==> src/rtl/instruction_fetch_pkg.sv <==
// Shared definitions for the instruction fetch stage.
//  - fetch_state_e : fetch FSM state encoding (3 bits)
//  - INSTR_W       : instruction word width
//  - NOP_INSTR     : idle/reset instruction value used by decode
package instruction_fetch_pkg;

    typedef enum logic [2:0] {
        IDLE = 3'd0,
        REQ  = 3'd1,
        WAIT = 3'd2,
        HOLD = 3'd3,
        ADV  = 3'd4,
        ERR  = 3'd5
    } fetch_state_e;

    localparam int INSTR_W = 32;

    localparam logic [INSTR_W-1:0] NOP_INSTR = 32'h0000_0013;

endpackage : instruction_fetch_pkg

==> src/rtl/instruction_fetch_timeout_counter.sv <==
// Bus-response watchdog for the fetch FSM.
//  i_clk   : clock
//  i_rst_n : asynchronous active-low reset
//  clear   : restart the count (fetch request issued)
//  enable  : count one cycle spent waiting for data
//  expired : the current cycle is the last one allowed (count == TIMEOUT_CYCLES-1)
// The count saturates at TIMEOUT_CYCLES instead of wrapping, so a stray
// enable after expiry can never make the watchdog look fresh again.
module instruction_fetch_timeout_counter #(
    parameter int TIMEOUT_CYCLES = 255
) (
    input  logic i_clk,
    input  logic i_rst_n,
    input  logic clear,
    input  logic enable,
    output logic expired
);

    localparam int CNT_W = $clog2(TIMEOUT_CYCLES + 1);

    logic [CNT_W-1:0] count_r;

    // Wait-cycle counter with clear priority and saturation
    always_ff @(posedge i_clk or negedge i_rst_n) begin
        if (!i_rst_n) begin
            count_r <= '0;
        end else if (clear) begin
            count_r <= '0;
        end else if (enable && (count_r != CNT_W'(TIMEOUT_CYCLES))) begin
            count_r <= count_r + CNT_W'(1);
        end else begin
            count_r <= count_r;
        end
    end

    assign expired = (count_r == CNT_W'(TIMEOUT_CYCLES - 1));

endmodule : instruction_fetch_timeout_counter

==> src/rtl/instruction_fetch.sv <==
// Instruction fetch stage: reads the PC, fetches one word over the
// instruction bus, presents it to decode with a valid/ack handshake, then
// pulses o_load_PC so the program counter block can advance.
// Ports:
//  i_clk, i_rst_n          : clock, asynchronous active-low reset
//  i_PC                    : current program counter (sampled only in REQ)
//  o_load_PC               : 1-cycle pulse, PC may update at this edge
//  o_bus_addr / o_bus_rd   : fetch address (held) and 1-cycle read strobe
//  i_bus_data / i_bus_DV   : read data and its 1-cycle valid
//  o_instr / o_instr_DV    : fetched word and valid, held until i_instr_ack
//  i_instr_ack             : decode consumed o_instr
//  o_bus_err               : sticky fetch error, cleared only by reset
// Optional build macro FETCH_ALIGN_CHECK_EN: a PC with nonzero bits [1:0]
// skips the bus read and goes straight to the error state.
// All outputs come straight from registers.
module instruction_fetch
    import instruction_fetch_pkg::*;
#(
    parameter int ADDR_W         = 32,
    parameter int DATA_W         = INSTR_W,
    parameter int TIMEOUT_CYCLES = 255
) (
    input  logic              i_clk,
    input  logic              i_rst_n,
    input  logic [ADDR_W-1:0] i_PC,
    output logic              o_load_PC,
    output logic [ADDR_W-1:0] o_bus_addr,
    output logic              o_bus_rd,
    input  logic [DATA_W-1:0] i_bus_data,
    input  logic              i_bus_DV,
    output logic [DATA_W-1:0] o_instr,
    output logic              o_instr_DV,
    input  logic              i_instr_ack,
    output logic              o_bus_err
);

    fetch_state_e      state_r,      state_nxt_s;
    logic [ADDR_W-1:0] bus_addr_r,   bus_addr_nxt_s;
    logic              bus_rd_r,     bus_rd_nxt_s;
    logic [DATA_W-1:0] instr_r,      instr_nxt_s;
    logic              instr_dv_r,   instr_dv_nxt_s;
    logic              load_pc_r,    load_pc_nxt_s;
    logic              bus_err_r,    bus_err_nxt_s;
    logic              cnt_clear_s;
    logic              cnt_en_s;
    logic              cnt_expired_s;

    instruction_fetch_timeout_counter #(
        .TIMEOUT_CYCLES (TIMEOUT_CYCLES)
    ) u_timeout (
        .i_clk   (i_clk),
        .i_rst_n (i_rst_n),
        .clear   (cnt_clear_s),
        .enable  (cnt_en_s),
        .expired (cnt_expired_s)
    );

    // Next-state and next-output decode; strobes default low every cycle
    always_comb begin
        state_nxt_s    = state_r;
        bus_addr_nxt_s = bus_addr_r;
        bus_rd_nxt_s   = 1'b0;
        instr_nxt_s    = instr_r;
        instr_dv_nxt_s = instr_dv_r;
        load_pc_nxt_s  = 1'b0;
        bus_err_nxt_s  = bus_err_r;
        cnt_clear_s    = 1'b0;
        cnt_en_s       = 1'b0;

        case (state_r)
            IDLE: begin
                state_nxt_s = REQ;
            end
            REQ: begin
                cnt_clear_s    = 1'b1;
                bus_addr_nxt_s = i_PC;
`ifdef FETCH_ALIGN_CHECK_EN
                if (i_PC[1:0] != 2'b00) begin
                    bus_err_nxt_s = 1'b1;
                    state_nxt_s   = ERR;
                end else begin
                    bus_rd_nxt_s = 1'b1;
                    state_nxt_s  = WAIT;
                end
`else
                bus_rd_nxt_s = 1'b1;
                state_nxt_s  = WAIT;
`endif
            end
            WAIT: begin
                // Data arriving in the final allowed cycle beats the timeout
                if (i_bus_DV) begin
                    instr_nxt_s    = i_bus_data;
                    instr_dv_nxt_s = 1'b1;
                    state_nxt_s    = HOLD;
                end else begin
                    cnt_en_s = 1'b1;
                    if (cnt_expired_s) begin
                        bus_err_nxt_s = 1'b1;
                        state_nxt_s   = ERR;
                    end else begin
                        state_nxt_s = WAIT;
                    end
                end
            end
            HOLD: begin
                if (i_instr_ack) begin
                    instr_dv_nxt_s = 1'b0;
                    load_pc_nxt_s  = 1'b1;
                    state_nxt_s    = ADV;
                end else begin
                    state_nxt_s = HOLD;
                end
            end
            ADV: begin
                // PC updates at the end of this cycle; REQ then sees the new value
                state_nxt_s = REQ;
            end
            ERR: begin
                bus_err_nxt_s  = 1'b1;
                instr_dv_nxt_s = 1'b0;
                state_nxt_s    = ERR;
            end
            default: begin
                // Unreachable encoding: park safely and flag it
                bus_err_nxt_s  = 1'b1;
                instr_dv_nxt_s = 1'b0;
                state_nxt_s    = ERR;
            end
        endcase
    end

    // State and output registers
    always_ff @(posedge i_clk or negedge i_rst_n) begin
        if (!i_rst_n) begin
            state_r    <= IDLE;
            bus_addr_r <= '0;
            bus_rd_r   <= 1'b0;
            instr_r    <= '0;
            instr_dv_r <= 1'b0;
            load_pc_r  <= 1'b0;
            bus_err_r  <= 1'b0;
        end else begin
            state_r    <= state_nxt_s;
            bus_addr_r <= bus_addr_nxt_s;
            bus_rd_r   <= bus_rd_nxt_s;
            instr_r    <= instr_nxt_s;
            instr_dv_r <= instr_dv_nxt_s;
            load_pc_r  <= load_pc_nxt_s;
            bus_err_r  <= bus_err_nxt_s;
        end
    end

    assign o_bus_addr = bus_addr_r;
    assign o_bus_rd   = bus_rd_r;
    assign o_instr    = instr_r;
    assign o_instr_DV = instr_dv_r;
    assign o_load_PC  = load_pc_r;
    assign o_bus_err  = bus_err_r;

endmodule : instruction_fetch

==> config.mk <==
export PLATFORM = sky130hd
export DESIGN_NAME = instruction_fetch
export DESIGN_NICKNAME = d
export VERILOG_FILES = /design/src/rtl/instruction_fetch_pkg.sv /design/src/rtl/instruction_fetch_timeout_counter.sv /design/src/rtl/instruction_fetch.sv
export SDC_FILE = /design/constraint.sdc
export NUM_CORES = 1
export LEC_CHECK = 0
export ABC_AREA = 1
export CORE_MARGIN = 1
export CORE_UTILIZATION = 30
export DETAILED_ROUTE_END_ITERATION = 10
export GPL_TIMING_DRIVEN = 0
export HOLD_SLACK_MARGIN = 0.15
export SYNTH_ARGS = -nofsm -noshare
export SYNTH_HDL_FRONTEND = slang
export SYNTH_SLANG_ARGS = --single-unit
==> constraint.sdc <==
create_clock -name i_clk -period 1.25 [get_ports i_clk]
set_input_delay 0.1875 -clock i_clk [delete_from_list [all_inputs] [get_ports i_clk]]
set_output_delay 0.1875 -clock i_clk [all_outputs]
set_load 0.02 [all_outputs]
==> impl_metrics.py <==
metrics = {
    "layout": {
        "postLayoutCoreUtil": 0.513,
        "proportion_of_layout_cells_with_a_drive_suffix_above_1": 0.297,
        "synthToLayoutAreaGrowth_pct": 66.5,
        "final_net_count": 632,
        "insertedDiodeCount": 0,
    },
    "critical_path": {
        "cp.buffers_inverters": 4,
        "setup.worst_path.start": "state_r[1]",
        "worst_ep_required_time_ns": 1.47,
        "timing.setup.critical_path_class": "flip-flop to flip-flop",
        "path_cells": "inv_2, nor2_4, buf_6, nand2_8, clkinv_8, nand2_8, clkbuf_16, o211ai_1",
        "timing.critical_path.slowest_cell_delay_ns": 0.44,
        "critical_path_peak_fanout": 6,
        "worst_ep_arrival_time_ns": 1.59,
        "crit_path_top_delay_cell": "dfrtp_2",
        "critical-path-top-delay-family": "buffers and inverters",
        "cell_type_with_the_highest_occurrence_count_on_the_critical_path": "nand2_8",
        "endpoint_type_of_the_worst_setup_path": "flip-flop",
        "worst_r2r_startpoint": "state_r[1]",
        "startpoint_type": "flip-flop",
    },
    "clocking": {
        "cts.sinks": 79,
        "tritoncts": "yes",
        "clk_path_buf_depth": 2,
        "cts-buffers-inserted": 9,
        "clock_insertion_delay_worst_skew_ns": 0.35,
        "number_of_h_tree_levels": 3,
        "ctsRootBufferMaster": "clkbuf_8",
        "clock_pin_slew_on_the_worst_setup_and_hold_paths_ns": 0.08,
    },
    "place": {
        "io_buffers": 134,
        "hpwl_microns": 6010,
        "place_congestion": 0.777,
    },
    "drt": {
        "drc_errors": 0,
        "drtAntennaViolNets": 0,
        "wire_per_inst_microns": 13.2,
        "wirelength_microns": 9290,
        "detailedRoute.firstPassIterationCount": 4,
        "via_per_inst": 4.45,
        "detailedRoute.firstIterationViolations": 166,
        "vias": 3142,
    },
    "global_route": {
        "grt_max_degree": 57,
        "via_count_of_the_first_global_routing_pass": 2977,
        "antenna_found_initial": 0,
        "globalRouteOverflowTotal": 0,
        "first_pass_grt_wire_length_microns": 14300,
        "groute.usage.overall": 0.157,
    },
    "floorplan": {
        "floorplan.io_pins": 136,
        "start_util": 0.308,
        "floorplan_core_area_sq_mm": 0.0108,
        "die-area_sq_mm": 0.0116,
        "die_y_microns": 107,
        "die_width_microns": 107,
        "row_cnt": 38,
    },
    "pwr": {
        "pwr_density_mw_per_mm2": 2150,
        "power_leakage_nw": 2.77,
        "power.ir.vdd_worst_uv": 900,
    },
    "logic_synthesis": {
        "synth_async_sr_flop_share": 1.00,
        "synthFlopType": "dfrtp_1",
        "mappedNetlistArea_sq_mm": 0.00334,
        "synth_sequential_area_ratio": 0.592,
        "synth-edff-count": 0,
        "synth_nets": 454,
        "syn_inst": 384,
        "syn_avg_cell_area_sq_um": 8.69,
        "synth.yosys.warnings": 0,
        "synth_cell_types": 28,
        "postSynthRegisterBits": 79,
    },
    "timing": {
        "max_slew.worst_pin.slew_ns": 0.548,
        "final_max_slew_viol_count": 0,
        "min_clock_period_post_route_ns": 1.37,
        "setup_viol_count_final": 58,
        "slew_headroom": 0.635,
        "timing.clock.skew_ns": 0.0110,
        "totalNegativeSetupSlack_ns": -3.12,
        "timing_hold_violations_final": 0,
        "grt_setup_unrepaired": "yes",
        "post-route-period-util": 1.10,
        "worst_slack_ns": -0.125,
        "max_freq_mhz": 727,
    },
    "worst_hold_path": {
        "hp_class": "input port to flip-flop",
        "min_from": "i_bus_DV",
    },
    "run_status": {
        "result_of_the_run": "finished, violations left",
        "violations": "setup timing",
    },
    "job": {
        "cap_violations": 0,
    },
}
## layout by cell type (no fill, tap or decap), types with 3 or more instances in the layout
master and instances:
inv_1 10, clkbuf_2 36, buf_4 19, clkbuf_8 10, clkdlybuf4s15_1 30, nand4_1 3, clkdlybuf4s50_1 65, buf_2 4
nand2_1 150, nand3_1 33, nor2_4 5, clkbuf_1 3, dfrtp_2 4, clkinv_2 3, nor2_1 13, clkbuf_16 4
o21ai_0 4, nand3_2 5, buf_6 8, nand2_4 9, nand2_8 3, buf_8 6, nand2_2 32, dfrtp_1 75
## logic make-up (layout without fill, tap and decap cells)
logic type	after synthesis	count (layout)	share of synthesized area
DFF	79	79	0.592
buffers and inverters	32	213	0.0517
xor gates and xnor gates	2	2	0.00525
AOI/OAI and AO/OA	10	10	0.0169
adders and majority gates	2	2	0.00750
and+or+nand+nor	259	260	0.326
## worst register-to-register path: stages, from the launching register on
cell and delay [ns]:
dfrtp_2 0.44, inv_2 0.08, nor2_4 0.04, buf_6 0.12
nand2_8 0.10, clkinv_8 0.10, nand2_8 0.12, clkbuf_16 0.16
o211ai_1 0.09
## sequential cells by signal (all words and copies together) (netlist names)
register	cells
o_load_PC	1
o_instr	32
u_timeout.count_r	8
o_instr_DV	1
state_r	3
o_bus_err	1
o_bus_rd	1
o_bus_addr	32
## synthesized netlist by cell type, types with 2 or more instances
master	count	area (sq um)
nand2_1	191	717
dfrtp_1	79	1980
nand3_1	39	195
nor2_1	15	56.3
inv_1	10	37.5
o21ai_0	6	30.0
buf_2	5	25.0
buf_4	4	30.0
buf_6	4	45.0
clkbuf_1	4	15.0
inv_2	4	15.0
nand4_1	3	18.8
nor2_4	3	33.8
ha_1	2	25.0
xor2_1	2	17.5
## power breakdown
part	switching, mW	total, mW	internal (mW)	leakage, nW
clock	0.926	1.63	0.702	0.0809
sequential	0.745	4.42	3.67	1.00
combinational	3.42	5.88	2.46	1.69
total	5.09	11.9	6.83	2.77
## final timing paths
path	cells after the start	slack [ns]	end
worst max-delay path	8	-0.12	state_r[0]
worst min register to register	2	0.47	o_bus_err
max in group asynchronous	3	0.33	state_r[1]
worst min-delay path	3	0.19	o_instr[19]
worst max register to register	8	-0.12	state_r[0]
min in group asynchronous	2	0.30	o_instr[26]
## stage by stage
step,hold WS (ns),setup WS [ns],area (sq um),cells,total power [mW]
after floorplan,-0.108,-0.00865,3350,384,7.26
after global placement,0.452,-2.91,4860,658,10.1
after detailed placement,0.113,-0.197,4890,659,10.2
after CTS,0.162,-0.0812,5220,689,11.6
after global routing,0.201,-0.163,5560,706,12.8
final,0.188,-0.125,5560,706,11.9
## per-layer routing
metal / up-vias / routed length [microns] / GRT usage
li1: 1561 / - / -
met1: 1472 / 4210 / 0.213
met2: 94 / 4290 / 0.241
met3: 15 / 588 / 0.0363
met4: 0 / 189 / 0.0626
met5: - / 0 / 0
## cell type report
cell class,count,area [sq um]
inverter,15,73.8
timing repair inverter,1,11.3
multi-input combinational,274,1460
clock inverter,6,38.8
sequential,79,1980
tap,140,175
buffer,17,171
clock buffer,9,124
fill,1036,5280
timing repair buffer,165,1520
## timing repair
action	CTS	global route
setup endpoints to repair	141	114
endpoints found under the hold margin	79	0
cloned	1	6
resized for setup	129	141
setup buffers	13	11
hold buffers	1	0
pin swaps	5	8
No activity file was read; power rests on OpenSTA's default activity.
